## config.mk

```make
export PLATFORM = sky130hd
export DESIGN_NAME = uart_rx
export DESIGN_NICKNAME = d
export VERILOG_FILES = /design/src/rtl/uart_pkg.sv /design/src/rtl/uart_rx_buf.sv /design/src/rtl/uart_rx.sv
export SDC_FILE = /design/constraint.sdc
export NUM_CORES = 1
export LEC_CHECK = 0
export CORE_ASPECT_RATIO = 0.8
export CORE_UTILIZATION = 45
export CTS_BUF_LIST = sky130_fd_sc_hd__clkbuf_4 sky130_fd_sc_hd__clkbuf_8
export DETAILED_ROUTE_END_ITERATION = 10
export PLACE_DENSITY = 0.65
export SYNTH_ARGS = -nofsm -noshare
export SYNTH_HDL_FRONTEND = slang
export SYNTH_SLANG_ARGS = --single-unit
export TNS_END_PERCENT = 5
```

## constraint.sdc

```tcl
create_clock -name PCLK -period 3.7 [get_ports PCLK]
set_input_delay 1.11 -clock PCLK [delete_from_list [all_inputs] [get_ports PCLK]]
set_output_delay 1.11 -clock PCLK [all_outputs]
set_load 0.01 [all_outputs]
```

## src/rtl/uart_pkg.sv

```systemverilog
// Shared UART definitions: receiver/transmitter FSM encoding, oversampling
// constants and default FIFO geometry.
package uart_pkg;

  typedef enum logic [2:0] {
    ST_IDLE   = 3'd0,
    ST_START  = 3'd1,
    ST_DATA   = 3'd2,
    ST_PARITY = 3'd3,
    ST_STOP   = 3'd4
  } uart_state_e;

  localparam int unsigned OVERSAMPLE   = 16;
  localparam int unsigned MID_SAMPLE   = 7;
  localparam int unsigned LAST_SAMPLE  = OVERSAMPLE - 1;
  localparam int unsigned SAMPLE_CNT_W = 4;

  localparam int unsigned UART_DATA_WIDTH_DEF        = 8;
  localparam int unsigned UART_RX_FIFO_DEPTH_DEF     = 8;
  localparam int unsigned UART_RX_FIFO_PTR_WIDTH_DEF = 4;

endpackage

```

## src/rtl/uart_rx_buf.sv

```systemverilog
// Receive FIFO: synchronous, show-ahead head word, pointers carry one extra
// wrap bit to distinguish full from empty.
module uart_rx_buf
  import uart_pkg::*;
#(
  parameter int unsigned DATA_WIDTH = UART_DATA_WIDTH_DEF,
  parameter int unsigned DEPTH      = UART_RX_FIFO_DEPTH_DEF,
  parameter int unsigned PTR_WIDTH  = UART_RX_FIFO_PTR_WIDTH_DEF
) (
  input  logic                  PCLK,
  input  logic                  PRESET,
  input  logic                  wr_en,
  input  logic [DATA_WIDTH-1:0] wr_data,
  input  logic                  rd_en,
  output logic [DATA_WIDTH-1:0] rd_data,
  output logic                  rd_valid,
  output logic                  full,
  output logic                  wr_drop
);

  localparam int unsigned IDX_W = PTR_WIDTH - 1;

  logic [DATA_WIDTH-1:0] mem [DEPTH];
  logic [PTR_WIDTH-1:0]  wr_ptr;
  logic [PTR_WIDTH-1:0]  rd_ptr;
  logic                  do_wr;
  logic                  do_rd;

  // Status flags and accept logic; a pop frees a slot for a same-cycle write.
  always_comb begin
    rd_valid = (wr_ptr != rd_ptr);
    full     = (wr_ptr[PTR_WIDTH-1] != rd_ptr[PTR_WIDTH-1]) &&
               (wr_ptr[IDX_W-1:0] == rd_ptr[IDX_W-1:0]);
    do_rd    = rd_en && rd_valid;
    do_wr    = wr_en && (!full || do_rd);
    wr_drop  = wr_en && !do_wr;
    rd_data  = rd_valid ? mem[rd_ptr[IDX_W-1:0]] : '0;
  end

  // Storage array; contents are only visible through a valid head pointer.
  always_ff @(posedge PCLK) begin
    if (do_wr) begin
      mem[wr_ptr[IDX_W-1:0]] <= wr_data;
    end
  end

  // Read/write pointers.
  always_ff @(posedge PCLK) begin
    if (PRESET) begin
      wr_ptr <= '0;
      rd_ptr <= '0;
    end else begin
      if (do_wr) wr_ptr <= wr_ptr + 1'b1;
      if (do_rd) rd_ptr <= rd_ptr + 1'b1;
    end
  end

endmodule

```

## src/rtl/uart_rx.sv

```systemverilog
// UART receiver: 16x oversampled, 7/8 data bits, optional parity, one stop
// bit, buffered in a small FIFO with sticky error flags.
module uart_rx
  import uart_pkg::*;
#(
  parameter int unsigned UART_DATA_WIDTH        = UART_DATA_WIDTH_DEF,
  parameter int unsigned UART_RX_FIFO_DEPTH     = UART_RX_FIFO_DEPTH_DEF,
  parameter int unsigned UART_RX_FIFO_PTR_WIDTH = UART_RX_FIFO_PTR_WIDTH_DEF
) (
  input  logic                       PCLK,
  input  logic                       PRESET,
  input  logic                       rx_sample_pulse,
  input  logic                       UART_RX,
  input  logic                       data_bits,
  input  logic                       parity_en,
  input  logic                       parity_odd0_even1,
  input  logic                       rx_data_reg_rd,
  input  logic                       err_clr,
  output logic [UART_DATA_WIDTH-1:0] rx_data,
  output logic                       rx_data_valid,
  output logic                       parity_err,
  output logic                       framing_err,
  output logic                       overflow_err
);

  localparam int unsigned W         = UART_DATA_WIDTH;
  localparam int unsigned BIT_CNT_W = $clog2(W);

  uart_state_e             state_q;
  uart_state_e             state_d;
  logic                    rx_meta_q;
  logic                    rx_sync_q;
  logic                    rx_prev_q;
  logic [SAMPLE_CNT_W-1:0] sample_cnt_q;
  logic [BIT_CNT_W-1:0]    bit_cnt_q;
  logic [W-1:0]            shift_q;
  logic                    cfg_8bit_q;
  logic                    cfg_par_en_q;
  logic                    cfg_even_q;

  logic rx_fall;
  logic mid_hit;
  logic end_hit;
  logic last_bit;
  logic exp_par;
  logic shift_en;
  logic fifo_wr;
  logic fifo_drop;
  logic fifo_full;
  logic set_parity;
  logic set_framing;

  // Two-flop synchronizer plus one history flop for falling-edge detection.
  always_ff @(posedge PCLK) begin
    if (PRESET) begin
      rx_meta_q <= 1'b1;
      rx_sync_q <= 1'b1;
      rx_prev_q <= 1'b1;
    end else begin
      rx_meta_q <= UART_RX;
      rx_sync_q <= rx_meta_q;
      rx_prev_q <= rx_sync_q;
    end
  end

  // Sampling strobes and frame-level decodes.
  always_comb begin
    rx_fall  = rx_prev_q && !rx_sync_q;
    mid_hit  = rx_sample_pulse && (sample_cnt_q == SAMPLE_CNT_W'(MID_SAMPLE));
    end_hit  = rx_sample_pulse && (sample_cnt_q == SAMPLE_CNT_W'(LAST_SAMPLE));
    last_bit = (bit_cnt_q == (cfg_8bit_q ? BIT_CNT_W'(W - 1) : BIT_CNT_W'(W - 2)));
    exp_par  = cfg_even_q ? ^shift_q : ~^shift_q;
  end

  // FSM state register.
  always_ff @(posedge PCLK) begin
    if (PRESET) state_q <= ST_IDLE;
    else        state_q <= state_d;
  end

  // FSM next-state and per-sample actions.
  always_comb begin
    state_d     = state_q;
    shift_en    = 1'b0;
    fifo_wr     = 1'b0;
    set_parity  = 1'b0;
    set_framing = 1'b0;
    case (state_q)
      ST_IDLE: begin
        if (rx_fall) state_d = ST_START;
      end
      ST_START: begin
        if (mid_hit) state_d = rx_sync_q ? ST_IDLE : ST_DATA;
      end
      ST_DATA: begin
        if (end_hit) begin
          shift_en = 1'b1;
          if (last_bit) state_d = cfg_par_en_q ? ST_PARITY : ST_STOP;
        end
      end
      ST_PARITY: begin
        if (end_hit) begin
          set_parity = (rx_sync_q != exp_par);
          state_d    = ST_STOP;
        end
      end
      ST_STOP: begin
        if (end_hit) begin
          fifo_wr     = rx_sync_q;
          set_framing = !rx_sync_q;
          state_d     = ST_IDLE;
        end
      end
      default: state_d = ST_IDLE;
    endcase
  end

  // Sample/bit counters, frame configuration latch and data shifter.
  always_ff @(posedge PCLK) begin
    if (PRESET) begin
      sample_cnt_q <= '0;
      bit_cnt_q    <= '0;
      shift_q      <= '0;
      cfg_8bit_q   <= 1'b0;
      cfg_par_en_q <= 1'b0;
      cfg_even_q   <= 1'b0;
    end else begin
      if (state_d != state_q)  sample_cnt_q <= '0;
      else if (rx_sample_pulse) sample_cnt_q <= sample_cnt_q + 1'b1;

      if (state_q == ST_IDLE && rx_fall) begin
        cfg_8bit_q   <= data_bits;
        cfg_par_en_q <= parity_en;
        cfg_even_q   <= parity_odd0_even1;
        bit_cnt_q    <= '0;
      end

      if (shift_en) begin
        bit_cnt_q <= bit_cnt_q + 1'b1;
        // Short frames take one extra shift on the last bit so the byte is
        // LSB-aligned with a zero in the top position.
        if (last_bit && !cfg_8bit_q) shift_q <= {1'b0, rx_sync_q, shift_q[W-1:2]};
        else                         shift_q <= {rx_sync_q, shift_q[W-1:1]};
      end
    end
  end

  // Sticky error flags; a new event wins over a same-cycle clear.
  always_ff @(posedge PCLK) begin
    if (PRESET) begin
      parity_err   <= 1'b0;
      framing_err  <= 1'b0;
      overflow_err <= 1'b0;
    end else begin
      parity_err   <= set_parity  || (parity_err   && !err_clr);
      framing_err  <= set_framing || (framing_err  && !err_clr);
      overflow_err <= fifo_drop   || (overflow_err && !err_clr);
    end
  end

  uart_rx_buf #(
    .DATA_WIDTH (UART_DATA_WIDTH),
    .DEPTH      (UART_RX_FIFO_DEPTH),
    .PTR_WIDTH  (UART_RX_FIFO_PTR_WIDTH)
  ) u_buf (
    .PCLK     (PCLK),
    .PRESET   (PRESET),
    .wr_en    (fifo_wr),
    .wr_data  (shift_q),
    .rd_en    (rx_data_reg_rd),
    .rd_data  (rx_data),
    .rd_valid (rx_data_valid),
    .full     (fifo_full),
    .wr_drop  (fifo_drop)
  );

endmodule

```

==> impl_metrics.ini <==
[outcome]
status = finished clean

[sta]
period_share = 0.915
skew_ns = 0.00673
rsz0062_at_grt = false
setup_viol = 0
final.min_clock_period_ns = 3.38
fin_tns_setup_ns = 0
finalHoldViolCount = 0
slew_headroom = 0.667
fmax_mhz = 295
worst_slack_ns = 0.316
worstMarginPinSlew_ns = 0.498
drv_slew = 0

[placed_design]
post-place-ws_ns = 0.419
placedCellCount = 466
dp_hpwl_microns = 5210
finalWeightedCongestion = 0.776
io_buffers = 20
place_area_sq_um = 4810

[routing]
vias = 2468
post_drt_via_cell_ratio = 5.12
drc = 0
dr.pass1.iters = 4
drt_iter0_markers = 115
wl_per_cell_microns = 15.7
ant_nets = 0
wirelength_microns = 7570

[clocking]
htree_levels = 3
post-cts-setup-buffer-count = 0
cts_buffers = 9
cts.clk_slew.worst_paths_ns = 0.09
root_buffer = clkbuf_8
cts_buffer_depth = 2
post_cts_resized = 0
cts_tree = done
ctsHoldBuffers = 0
cts.sinks = 102
clkLatencyLatePin_ns = 0.36

[finish]
final_util = 0.523
mostFrequentLayoutCells = 64 x edfxtp_1, 38 x dfxtp_1, 32 x nor2_1
nets = 354
antenna-diode-count = 0
drive_gt1_frac = 0.223
final_common_cell = edfxtp_1
stdcell_area_sq_um = 5050
area_growth_pct = 12.5
fin_cells = 482

[global_routing]
grt_use_total = 0.164
grt_max_degree = 17
overflow = 0
grt_pass1_vias = 2397
antenna_found_initial = 0
grt_pass1_wl_microns = 12500

[critical_path]
critical_path_arrival_ns = 2.27
path_class = reg2out
r2r_end = u_buf.mem[4][1]
cp_max_fo = 16
reg2reg_setup_slack_ns = 1.57
start_kind = flop
required_ns = 2.59
worstSetupEndpointType = primary output
r2r_cells = 7
timing.rr.start = sample_cnt_q[0]

[die]
ioPinCount = 21
start_util = 0.465
rows = 32
die_h_microns = 91.3
die_w_microns = 114
die_area_sq_um = 10400
core-area_sq_um = 9650

[min_path]
holdPathStages = 1
holdPathEnd = rx_sync_q
min_from = rx_meta_q
worstHoldPathType = reg2reg

[yosys]
async_flop_share = 0
ys.flop_type = edfxtp_1
synth_edf_count = 64
synth_cell_types = 53
synth_nets = 331
yosysSeqAreaShare = 0.598
avgSynthCellArea_sq_um = 14.1
netlist_area_sq_um = 4490
syn_inst = 318
synth.ff_latch_count = 102
yosysWarnings = 0

[pwr]
ir_drop_v = 0.000220
power.leakage_nw = 1.39
p_per_area_nw_per_um2 = 409

[flow_run]
drv_cap = 0
[critical path: stages, from the launching register on]
cell             delay (ns)
dfxtp_1                0.32
buf_4                  0.30
mux4_2                 0.57
mux2i_1                0.19
nor2_1                 0.06
clkdlybuf4s50_1        0.47
[cell usage after synthesis, types with 8 or more instances]
library cell   n  share of area
edfxtp_1      64           0.43
dfxtp_1       38           0.17
nor2_1        32          0.027
nand2_1       18          0.015
mux2i_1       17          0.038
xnor2_1       17          0.033
mux4_2        16          0.080
a21oi_1        9          0.010
a211oi_2       8          0.022
nand3_1        8         0.0089
xor2_1         8          0.016
[flip-flops by register name, indices dropped and copies added (netlist names), 3 cells and up, named ones only]
register,count
u_buf.rd_ptr,4
sample_cnt_q,4
shift_q,8
state_q,3
u_buf.wr_ptr,4
bit_cnt_q,3
u_buf.mem,64
[through the flow]
step           hold WS [ns]  power, W
3_5_place_dp          0.396   0.00127
6_report              0.420   0.00206
4_1_cts               0.421   0.00209
5_1_grt               0.435   0.00214
3_3_place_gp          0.394   0.00127
2_1_floorplan         0.389   0.00126
[layout make-up]
type	count	area [sq um]
flip-flops and latches	102	2680
fillers	817	4600
well taps	136	170
clock buffers	10	131
multi-input cells	190	1630
clock inverters	6	110
inverters	5	21.3
repair buffers	33	298
[worst max-delay path by stage]
stage	to	depth (start not counted)	slack [ns]	startpoint
after floorplan	u_buf.mem[1][0]	5	0.54	rx_sample_pulse
after global placement	u_buf.mem[6][2]	7	0.48	rx_sample_pulse
after detailed placement	u_buf.mem[5][2]	7	0.42	rx_sample_pulse
after CTS	rx_data[3]	5	0.28	flop
after global routing	rx_data[3]	5	0.15	flop
final	rx_data[3]	5	0.32	flop
[power by group]
group	switching, W	internal, W
Sequential	0.00000737	0.00120
Combinational	0.0000211	0.0000201
Clock	0.000362	0.000456
Total	0.000390	0.00167
[cell families (layout without fill, tap and decap cells)]
| logic type | after synthesis | count (layout) | synth area share |
|---|---|---|---|
| multiplexers | 33 | 33 | 0.118 |
| XOR/XNOR | 25 | 25 | 0.0488 |
| AO/OA/AOI/OAI | 31 | 31 | 0.0588 |
| adder cells (fa/ha/maj) | 4 | 4 | 0.0112 |
| buffers and inverters | 26 | 54 | 0.0382 |
| AND/OR/NAND/NOR | 97 | 97 | 0.127 |
| flip-flops | 102 | 102 | 0.598 |
[metal layers]
metal | part of all wire | up-vias | global-route usage | wire (microns)
met5 | 0 | - | 0 | 0
met4 | 0.012 | 0 | 0.0461 | 90
met3 | 0.039 | 5 | 0.0581 | 298
met2 | 0.46 | 42 | 0.249 | 3470
met1 | 0.49 | 1209 | 0.221 | 3720
li1 | - | 1212 | - | -
Power figures use the tool's default switching activity.
